$ cat src/rtl/comparator_seq_ctrl_pkg.sv
// Shared constants and FSM encoding for the sequential slice-wise magnitude comparator.
package comparator_seq_ctrl_pkg;

    localparam int WIDTH_DEF = 256;
    localparam int SLICE_DEF = 16;

    typedef enum logic [1:0] {
        ST_IDLE = 2'd0,
        ST_RUN  = 2'd1,
        ST_DONE = 2'd2
    } state_t;

endpackage

$ cat src/rtl/comparator_seq_ctrl_slice_cmp.sv
// Shared combinational slice comparator: the 16-bit data-flow block, or a generic
// parameterised equivalent when the slice is not 16 bits wide.
module comparator_16bit_d (
    input  logic [15:0] a_i,
    input  logic [15:0] b_i,
    output logic        greater_o,
    output logic        less_o,
    output logic        equal_o
);
    assign greater_o = (a_i > b_i);
    assign less_o    = (a_i < b_i);
    assign equal_o   = (a_i == b_i);
endmodule

module comparator_seq_ctrl_slice_cmp #(
    parameter int SLICE = 16
) (
    input  logic [SLICE-1:0] a_i,
    input  logic [SLICE-1:0] b_i,
    output logic             greater_o,
    output logic             less_o,
    output logic             equal_o
);
    if (SLICE == 16) begin : g_cmp16
        comparator_16bit_d u_cmp (
            .a_i       (a_i),
            .b_i       (b_i),
            .greater_o (greater_o),
            .less_o    (less_o),
            .equal_o   (equal_o)
        );
    end else begin : g_cmp_generic
        assign greater_o = (a_i > b_i);
        assign less_o    = (a_i < b_i);
        assign equal_o   = (a_i == b_i);
    end
endmodule

$ cat src/rtl/comparator_seq_ctrl.sv
// Wide unsigned magnitude comparator that walks operands MSB slice first through one
// shared slice comparator, stopping at the first unequal slice.
//
// state   | meaning
// IDLE    | waiting for start; previous result held
// RUN     | comparing slice idx; busy high
// DONE    | one-cycle done pulse, result valid
module comparator_seq_ctrl
    import comparator_seq_ctrl_pkg::*;
#(
    parameter int WIDTH = WIDTH_DEF,
    parameter int SLICE = SLICE_DEF
) (
    input  logic             clk,
    input  logic             rst_n,
    input  logic             start,
    input  logic [WIDTH-1:0] a,
    input  logic [WIDTH-1:0] b,
    output logic             busy,
    output logic             done,
    output logic             greater,
    output logic             less,
    output logic             equal
);
    localparam int NSLICE = WIDTH / SLICE;
    localparam int IDXW   = (NSLICE > 1) ? $clog2(NSLICE) : 1;

    state_t           state_q, state_d;
    logic [WIDTH-1:0] a_q, a_d;
    logic [WIDTH-1:0] b_q, b_d;
    logic [IDXW-1:0]  idx_q, idx_d;
    logic             greater_q, greater_d;
    logic             less_q, less_d;
    logic             equal_q, equal_d;

    logic [SLICE-1:0] a_sl, b_sl;
    logic             sl_gt, sl_lt, sl_eq;

    assign a_sl = a_q[idx_q*SLICE +: SLICE];
    assign b_sl = b_q[idx_q*SLICE +: SLICE];

    comparator_seq_ctrl_slice_cmp #(
        .SLICE (SLICE)
    ) u_slice_cmp (
        .a_i       (a_sl),
        .b_i       (b_sl),
        .greater_o (sl_gt),
        .less_o    (sl_lt),
        .equal_o   (sl_eq)
    );

    always_ff @(posedge clk or negedge rst_n) begin
        if (!rst_n) begin
            state_q   <= ST_IDLE;
            a_q       <= '0;
            b_q       <= '0;
            idx_q     <= '0;
            greater_q <= 1'b0;
            less_q    <= 1'b0;
            equal_q   <= 1'b0;
        end else begin
            state_q   <= state_d;
            a_q       <= a_d;
            b_q       <= b_d;
            idx_q     <= idx_d;
            greater_q <= greater_d;
            less_q    <= less_d;
            equal_q   <= equal_d;
        end
    end

    always_comb begin
        state_d   = state_q;
        a_d       = a_q;
        b_d       = b_q;
        idx_d     = idx_q;
        greater_d = greater_q;
        less_d    = less_q;
        equal_d   = equal_q;
        unique case (state_q)
            ST_IDLE: begin
                if (start) begin
                    a_d       = a;
                    b_d       = b;
                    idx_d     = IDXW'(NSLICE - 1);
                    greater_d = 1'b0;
                    less_d    = 1'b0;
                    equal_d   = 1'b0;
                    state_d   = ST_RUN;
                end
            end
            ST_RUN: begin
                if (sl_gt) begin
                    greater_d = 1'b1;
                    state_d   = ST_DONE;
                end else if (sl_lt) begin
                    less_d  = 1'b1;
                    state_d = ST_DONE;
                end else if (sl_eq && (idx_q == '0)) begin
                    equal_d = 1'b1;
                    state_d = ST_DONE;
                end else begin
                    idx_d = idx_q - IDXW'(1);
                end
            end
            ST_DONE: state_d = ST_IDLE;
            default: state_d = ST_IDLE;
        endcase
    end

    always_comb begin
        busy = (state_q == ST_RUN);
        done = (state_q == ST_DONE);
    end

    assign greater = greater_q;
    assign less    = less_q;
    assign equal   = equal_q;

endmodule
$ cat config.mk
export PLATFORM = sky130hd
export DESIGN_NAME = comparator_seq_ctrl
export DESIGN_NICKNAME = d
export VERILOG_FILES = /design/src/rtl/comparator_seq_ctrl_pkg.sv /design/src/rtl/comparator_seq_ctrl_slice_cmp.sv /design/src/rtl/comparator_seq_ctrl.sv
export SDC_FILE = /design/constraint.sdc
export NUM_CORES = 1
export LEC_CHECK = 0
export BUFFER_PORTS_ARGS = -buffer_cell sky130_fd_sc_hd__buf_4
export CAP_MARGIN = 20
export CORE_ASPECT_RATIO = 0.7
export CORE_MARGIN = 5
export CORE_UTILIZATION = 50
export DETAILED_ROUTE_END_ITERATION = 16
export GPL_TIMING_DRIVEN = 1
export PLACE_DENSITY = 0.86
export SLEW_MARGIN = 20
export SYNTH_ARGS = -nofsm -noshare
export SYNTH_HDL_FRONTEND = slang
export SYNTH_SLANG_ARGS = --single-unit
$ cat constraint.sdc
create_clock -name clk -period 3.58 [get_ports clk]
set_input_delay 0.716 -clock clk [delete_from_list [all_inputs] [get_ports clk]]
set_output_delay 0.716 -clock clk [all_outputs]
set_load 0.05 [all_outputs]
==> impl_results.md, run 1 <==
- Avg Cell Area, Syn: 9.63 µm²
- Drt wl/cell: 23.3 µm
- Detailed-route DRC error count: 0
- Unrepaired setup endpoints after global routing: true
- CP required: 4030 ps
- Run status: finished, violations left
- Power Density: 627 nW/µm²
- First-pass GRT wire length: 125 mm
- Share of cells above drive strength 1: 29.1%
- GR met2 Demand/Resource: 45.6%
- CTS Sinks: 521
- Worst hold-check path type: in -> async
- Tcrit/Tclk final: 102%
- GRT overflow: 0
- Final Hold Viols: 0
- Mapped Nets: 3004
- GPL Wtd Cong: 0.975
- Min Tclk post-route: 3660 ps
- Hold_buf cts: 0
- DR iter-0 viols: 2173
- Vias: 20.0k
- Clock Path Buffers: 3
- Leakage power: 16.3 nW
- Pwr Total: 19.2 mW
- Yosys reg bits: 521
- Largest net degree at the start of global routing: 143
- Yosys cell types: 36
- Die H: 192 µm
- DP Cell Count: 3515
- Violated checks: setup timing
- Worst rel slew slack: 59.2%
- Antenna Violating Nets Remaining: 0
- Crit path arrival time: 4110 ps
- Port Buffers: 519
- Vias in the first global route: 20.4k
- Met3 usage: 14.6%
- Die X: 271 µm
- Critical Path Start Type: flop
- Detailed Routing Iterations Pass 1: 5
- Vias per cell: 5.52
- Crit path capture type: flop
- Mapped Cells: 2471
- Final worst slack: -80.7 ps
- Final Skew: 18.2 ps
- # setup viols final: 5
- Mapped Area: 23800 µm²
- CTS tree: done
- CP Class: reg -> reg
- Worst-Skew Late Latency: 580 ps
- Synth cell count leaders: nand2_1, dfrtp_1, mux4_2
- Dpl hpwl: 65.1 mm
- Main synth FF type: dfrtp_1
- Total die area: 52100 µm²
- Final net count: 3508
- Met1 global-route usage: 45.2%
- Fmax achieved: 273 MHz
- Initial antenna violation count: 6
- Reg clk slew, reported paths: 60 ps
- Final WL: 84.5 mm
- Most common cell in the synthesized netlist: nand2_1
- Share of the synthesized area in the top cell type: 54.8%
- Hold slack: 99.2 ps
- GRT busiest layer: met2
- Core area: 46700 µm²
- Max-Cap Viols: 0
- Final Max Slew Viols: 0
- Worst VDD drop: 0.000343 V
- Max FO, Critical Path: 14
- Dominant cells by area after synthesis: dfrtp_1, nand2_1, mux4_2, clkbuf_1, ha_1
- FP Rows: 66
- Initial Util: 50.9%
- CTS root buf: clkbuf_16
- Worst Max-Slew Pin Slew: 612 ps
- Final Non-Filler Cells: 3624
- Post-synthesis async set-or-reset flop share: 100%
- Yosys warning total: 0
- Area growth syn-to-layout: 29.1%
- Total track usage: 32.0%
- Inserted Clock Buffers: 50
- Post-synth EDFFs: 0
- Area leader, netlist: dfrtp_1
- Number of H-tree levels: 2
- I/O pins: 520
- Sequential area share after synthesis: 54.8%
-- metal layers --
metal,share of wire (%),vias up
met5,0.039,-
met4,2.7,6
met1,41,9837
li1,-,8923
met3,14,129
met2,43,1106
-- cells by family (layout without fill, tap and decap cells) --
kind of cell	Yosys count	after routing	share of synthesized area [%]
and+or+nand+nor	1575	1575	25.3
DFF	521	521	54.8
buffers and inverters	174	714	2.99
muxes	161	161	15.2
AOI/OAI and AO/OA	22	22	0.789
adders and majority gates	18	18	0.947
other	0	1	0
-- worst max-delay path, stage by stage (launching register included) --
cell and delay [ps]:
dfrtp_4 520, buf_12 150, buf_12 150, buf_4 150
mux4_2 440, mux4_2 560, ha_4 320, nand3_4 80
nor4_4 310, nand4_1 230, a31oi_4 320, and4_1 260
nor3_2 40
-- cells in the final DEF (no fill, tap or decap), drive strengths merged, types with 2 or more instances in the layout --
| cell | Yosys | routed |
|---|---|---|
| nor2 | 11 | 11 |
| nand2b | 3 | 3 |
| a311oi | 2 | 2 |
| and2 | 2 | 2 |
| clkbuf | 120 | 77 |
| dfrtp | 521 | 521 |
| nand2 | 1539 | 1539 |
| nor3 | 4 | 4 |
| o22ai | 2 | 2 |
| nand3 | 4 | 4 |
| mux4 | 160 | 160 |
| nor4 | 2 | 2 |
| nor2b | 2 | 2 |
| ha | 18 | 18 |
| clkinv | 0 | 8 |
| a21o | 2 | 2 |
| clkinvlp | 0 | 3 |
| o21ai | 4 | 4 |
| inv | 21 | 21 |
| a21oi | 6 | 6 |
| nand4 | 3 | 3 |
| buf | 33 | 603 |
| and4 | 2 | 2 |
| nor3b | 2 | 2 |
-- stage by stage --
stage,TNS [ps],area [µm²],worst slack [ps],util [%]
final,-363,30700,-80.7,65.7
after floorplan,0,23800,29.5,-
after CTS,-330,30600,-73.0,65.6
after global placement,-79.2,28600,-41.8,61.2
after detailed placement,-348,28600,-105,61.2
after global routing,-1180,30700,-283,65.7
-- repair_timing --
item,CTS,global route
pin swaps,9,8
cloned,4,1
resized for setup,28,15
setup endpoints to repair,4,8
buffers inserted,14,2
-- layout make-up --
class	count	area, µm²
clock buffers	76	1500
diodes	1	2.50
well taps	612	766
flip-flops and latches	521	13000
clock inverters	12	92.6
repair buffers	605	5000
multi-input cells	1776	10200
inverters	21	78.8
fillers	3655	16000
-- path summary, 6_finish.rpt --
kind | startpoint | end | slack, ps | depth (start not counted)
worst max register to register | idx_q[0] | idx_q[3] | -80 | 12
min in group clk | a[133] | a_q[133] | 330 | 3
max in group asynchronous | rst_n | b_q[178] | 2450 | 3
worst max-delay path | idx_q[0] | idx_q[3] | -80 | 12
worst min register to register | b_q[37] | b_q[37] | 480 | 2
worst min-delay path | rst_n | b_q[80] | 100 | 1
-- flip-flops by register name (all words and copies together), names as in the netlist --
register,flops
a_q,256
less,1
state_q,2
b_q,256
greater,1
idx_q,4
equal,1
-- power by group --
part           internal [mW]  switching (mW)  leakage (nW)  total (mW)
logic                   2.66            2.90          9.13        5.56
registers               7.30            1.16          6.41        8.46
clock network           2.95            2.27         0.780        5.23
(Power assumes the default switching activity.)
==> inputs of run 2 (changes only) <==
--- a/config.mk
+++ b/config.mk
@@ -14,3 +14,3 @@
 export GPL_TIMING_DRIVEN = 1
-export PLACE_DENSITY = 0.86
+export PLACE_DENSITY = 0.83
 export SLEW_MARGIN = 20
==> constraint.sdc (replaced) <==
create_clock -name clk -period 3.8 [get_ports clk]
set_input_delay 0 -clock clk [delete_from_list [all_inputs] [get_ports clk]]
set_output_delay 0 -clock clk [all_outputs]
set_load 0.05 [all_outputs]
==> run 2 against run 1 <==
Compared with the run above: the run now ends clean; flip-flop and latch count unchanged; worst hold slack got worse by 28 ps; non-clock buffer count increased by 482; global-route usage increased by 5.5 points; clock-buffer cell count decreased by 10; critical path type unchanged.
==> impl_results.md, run 2 (synthesis gave the netlist of run 1 again) <==
- Inserted Clock Buffers: 51 (+2.0%)
- Most common cell after layout, fill and taps aside: nand2_1
- Sum Neg Setup Slack: 0 ps (+363 ps)
- Fmax achieved: 271 MHz (-0.87%)
- Detailed-route DRC error count: 0 (unchanged)
- Crit path largest cell delay: 590 ps (+30 ps)
- Min Tclk post-route: 3690 ps (+32.0 ps)
- Max-Cap Viols: 0 (unchanged)
- Port Buffers: 519 (unchanged)
- Max FO, Critical Path: 13 (-1)
- GPL Wtd Cong: 1.03 (+6.0%)
- CP required: 4240 ps (+210 ps)
- DR iter-0 viols: 2363 (+8.7%)
- Reg clk slew, reported paths: 60 ps (about the same)
- Initial Util: 50.9% (unchanged)
- # setup viols final: 0 (-5)
- First-pass GRT wire length: 148 mm (+19%)
- Total die area: 52100 µm² (unchanged)
- Gate power share: 28.7% (-0.2 points)
- Layout fillers: 2866 (-22%)
- Post-place setup slack: 52.5 ps (+158 ps)
- Detailed Routing Iterations Pass 1: 6 (+1)
- Final worst slack: 107 ps (+188 ps)
- Cell mode on critical path: mux4_2
- Top Registers: a_q x256, b_q x256, idx_q x4
- Tcrit/Tclk final: 97.2% (-5.1 points)
- Leakage power: 18.4 nW (+12%)
- Sw Ratio: 32.7% (-0.20 points)
- Worst hold-check path type: in -> async
- Share of cells above drive strength 1: 24.0% (-5.1 points)
- Largest net degree at the start of global routing: 223 (+56%)
- Drt wl/cell: 23.9 µm (+2.5%)
- Worst VDD drop: 0.000328 V (-4.4%)
- Die X: 271 µm (unchanged)
- Worst rel slew slack: 36.4% (-23 points)
- GRT overflow: 0 (unchanged)
- Final Skew: 22.1 ps (+3.94 ps)
- Core area: 46700 µm² (unchanged)
- Seq pwr share: 42.3% (-1.7 points)
- Vias in the first global route: 24.7k (+21%)
- Area growth syn-to-layout: 49.6%
- CTS root buf: clkbuf_16
- CTS Sinks: 521 (unchanged)
- Power Internal: 12.7 mW (-1.6%)
- Final Max Slew Viols: 0 (unchanged)
- Final Non-Filler Cells: 4128 (+14%)
- Antenna Violating Nets Remaining: 0 (unchanged)
- Final Hold Viols: 0 (unchanged)
- CP Cell Sequence: buf_4 > clkbuf_16 > mux4_2 > mux4_2 > ha_1 > nand3_1 > nor4_4 > nand4_1 > a311oi_1 > o2bb2ai_1 > a21oi_1
- Critical Path Start Type: flop
- Switch Pwr: 6.17 mW (-2.5%)
- Hold slack: 71.3 ps (-27.9 ps)
- Run status: finished, final reports clean
- Final net count: 3992 (+14%)
- CTS tree: done
- CP max-delay cell: mux4_2
- Multi-input gate area: 10100 µm² (-0.93%)
- CP Class: reg -> reg
- FP Rows: 66 (unchanged)
- CP delay by family, top: multiplexers
- Vias: 23.3k (+17%)
- DP Cell Count: 3494 (-0.60%)
- Power Density: 531 nW/µm² (-15%)
- Pwr Total: 18.9 mW (-1.9%)
- Register area: 13000 µm² (unchanged)
- Worst-Skew Late Latency: 580 ps (about the same)
- Worst reg-to-reg setup slack: 110 ps (+190 ps)
- Final WL: 98.7 mm (+17%)
- Worst path bufs/invs: 2 (-1)
- I/O pins: 520 (unchanged)
- Clock Path Buffers: 3 (unchanged)
- Worst Max-Slew Pin Slew: 954 ps (+343 ps)
- Initial antenna violation count: 20 (+14)
- Vias per cell: 5.65 (+2.3%)
- Clk pwr share: 29.0% (+1.8 points)
- Die H: 192 µm (unchanged)
- Commonest cells after routing, fill and taps aside: nand2_1, buf_4, dfrtp_1
- Number of H-tree levels: 2 (unchanged)
- Dpl hpwl: 63.4 mm (-2.6%)
- Total track usage: 37.5% (+5.5 points)
- Crit path arrival time: 4140 ps (+30 ps)
- Crit path capture type: flop
==> run 2: cell count changes in the layout (fill, tap and decap cells not counted), moves of 7 or more <==
cell           delta
buf_12           -11
inv_1             +8
diode_2          +16
bufinv_16         +7
dlygate4sd3_1   +514
clkbuf_1          -9
inv_2             -8
buf_4            -13
buf_6             -8
==> run 2: through the flow <==
step	cell area, µm²	util, %
global route	35600	76.1
CTS	35300	75.6
finish	35600	76.1
detailed placement	28400	60.8
floorplan	23800	-
global placement	28400	60.8
==> run 2: cell type report <==
cell class              count  share of cell area, %
flip-flops and latches    521                   36.7
multi-input cells        1777                   28.4
repair buffers           1087                   27.4
clock buffers              66                   4.03
well taps                 612                   2.15
clock inverters            27                  0.988
inverters                  21                  0.222
diodes                     17                  0.120
==> run 2: path summary, 6_finish.rpt <==
| check | startpoint | endpoint | depth (start not counted) |
|---|---|---|---|
| max | idx_q[0] | idx_q[1] | 11 |
| min | rst_n | a_q[27] | 2 |
| max reg2reg | idx_q[0] | idx_q[1] | 11 |
| min reg2reg | a_q[239] | a_q[239] | 2 |
| max in group asynchronous | rst_n | a_q[130] | 4 |
| min in group clk | a[248] | a_q[248] | 4 |
==> run 2: metal layers <==
metal / vias to the layer above / part of all wire (%) / global-route usage [%]
met2: 1634 / 43 / 55.2
met5: - / 0.049 / 0
met3: 436 / 13 / 13.9
li1: 9910 / - / -
met4: 8 / 6.5 / 19.9
met1: 11300 / 38 / 49.3
==> run 2: repair_timing <==
item                                    CTS  global route
endpoints found under the hold margin   598             0
hold buffers                            514             0
buffers inserted                          0             7
endpoints found under the setup margin    0             7
resized for setup                         0             9
==> run 2: power by group through the flow <==
stage,Combinational (mW),Sequential (mW),Clock [mW]
floorplan,3.12,7.45,0
global placement,4.50,7.97,0
detailed placement,4.64,7.97,0
CTS,5.12,7.90,5.47
global route,5.90,8.09,5.71
finish,5.42,8.00,5.47
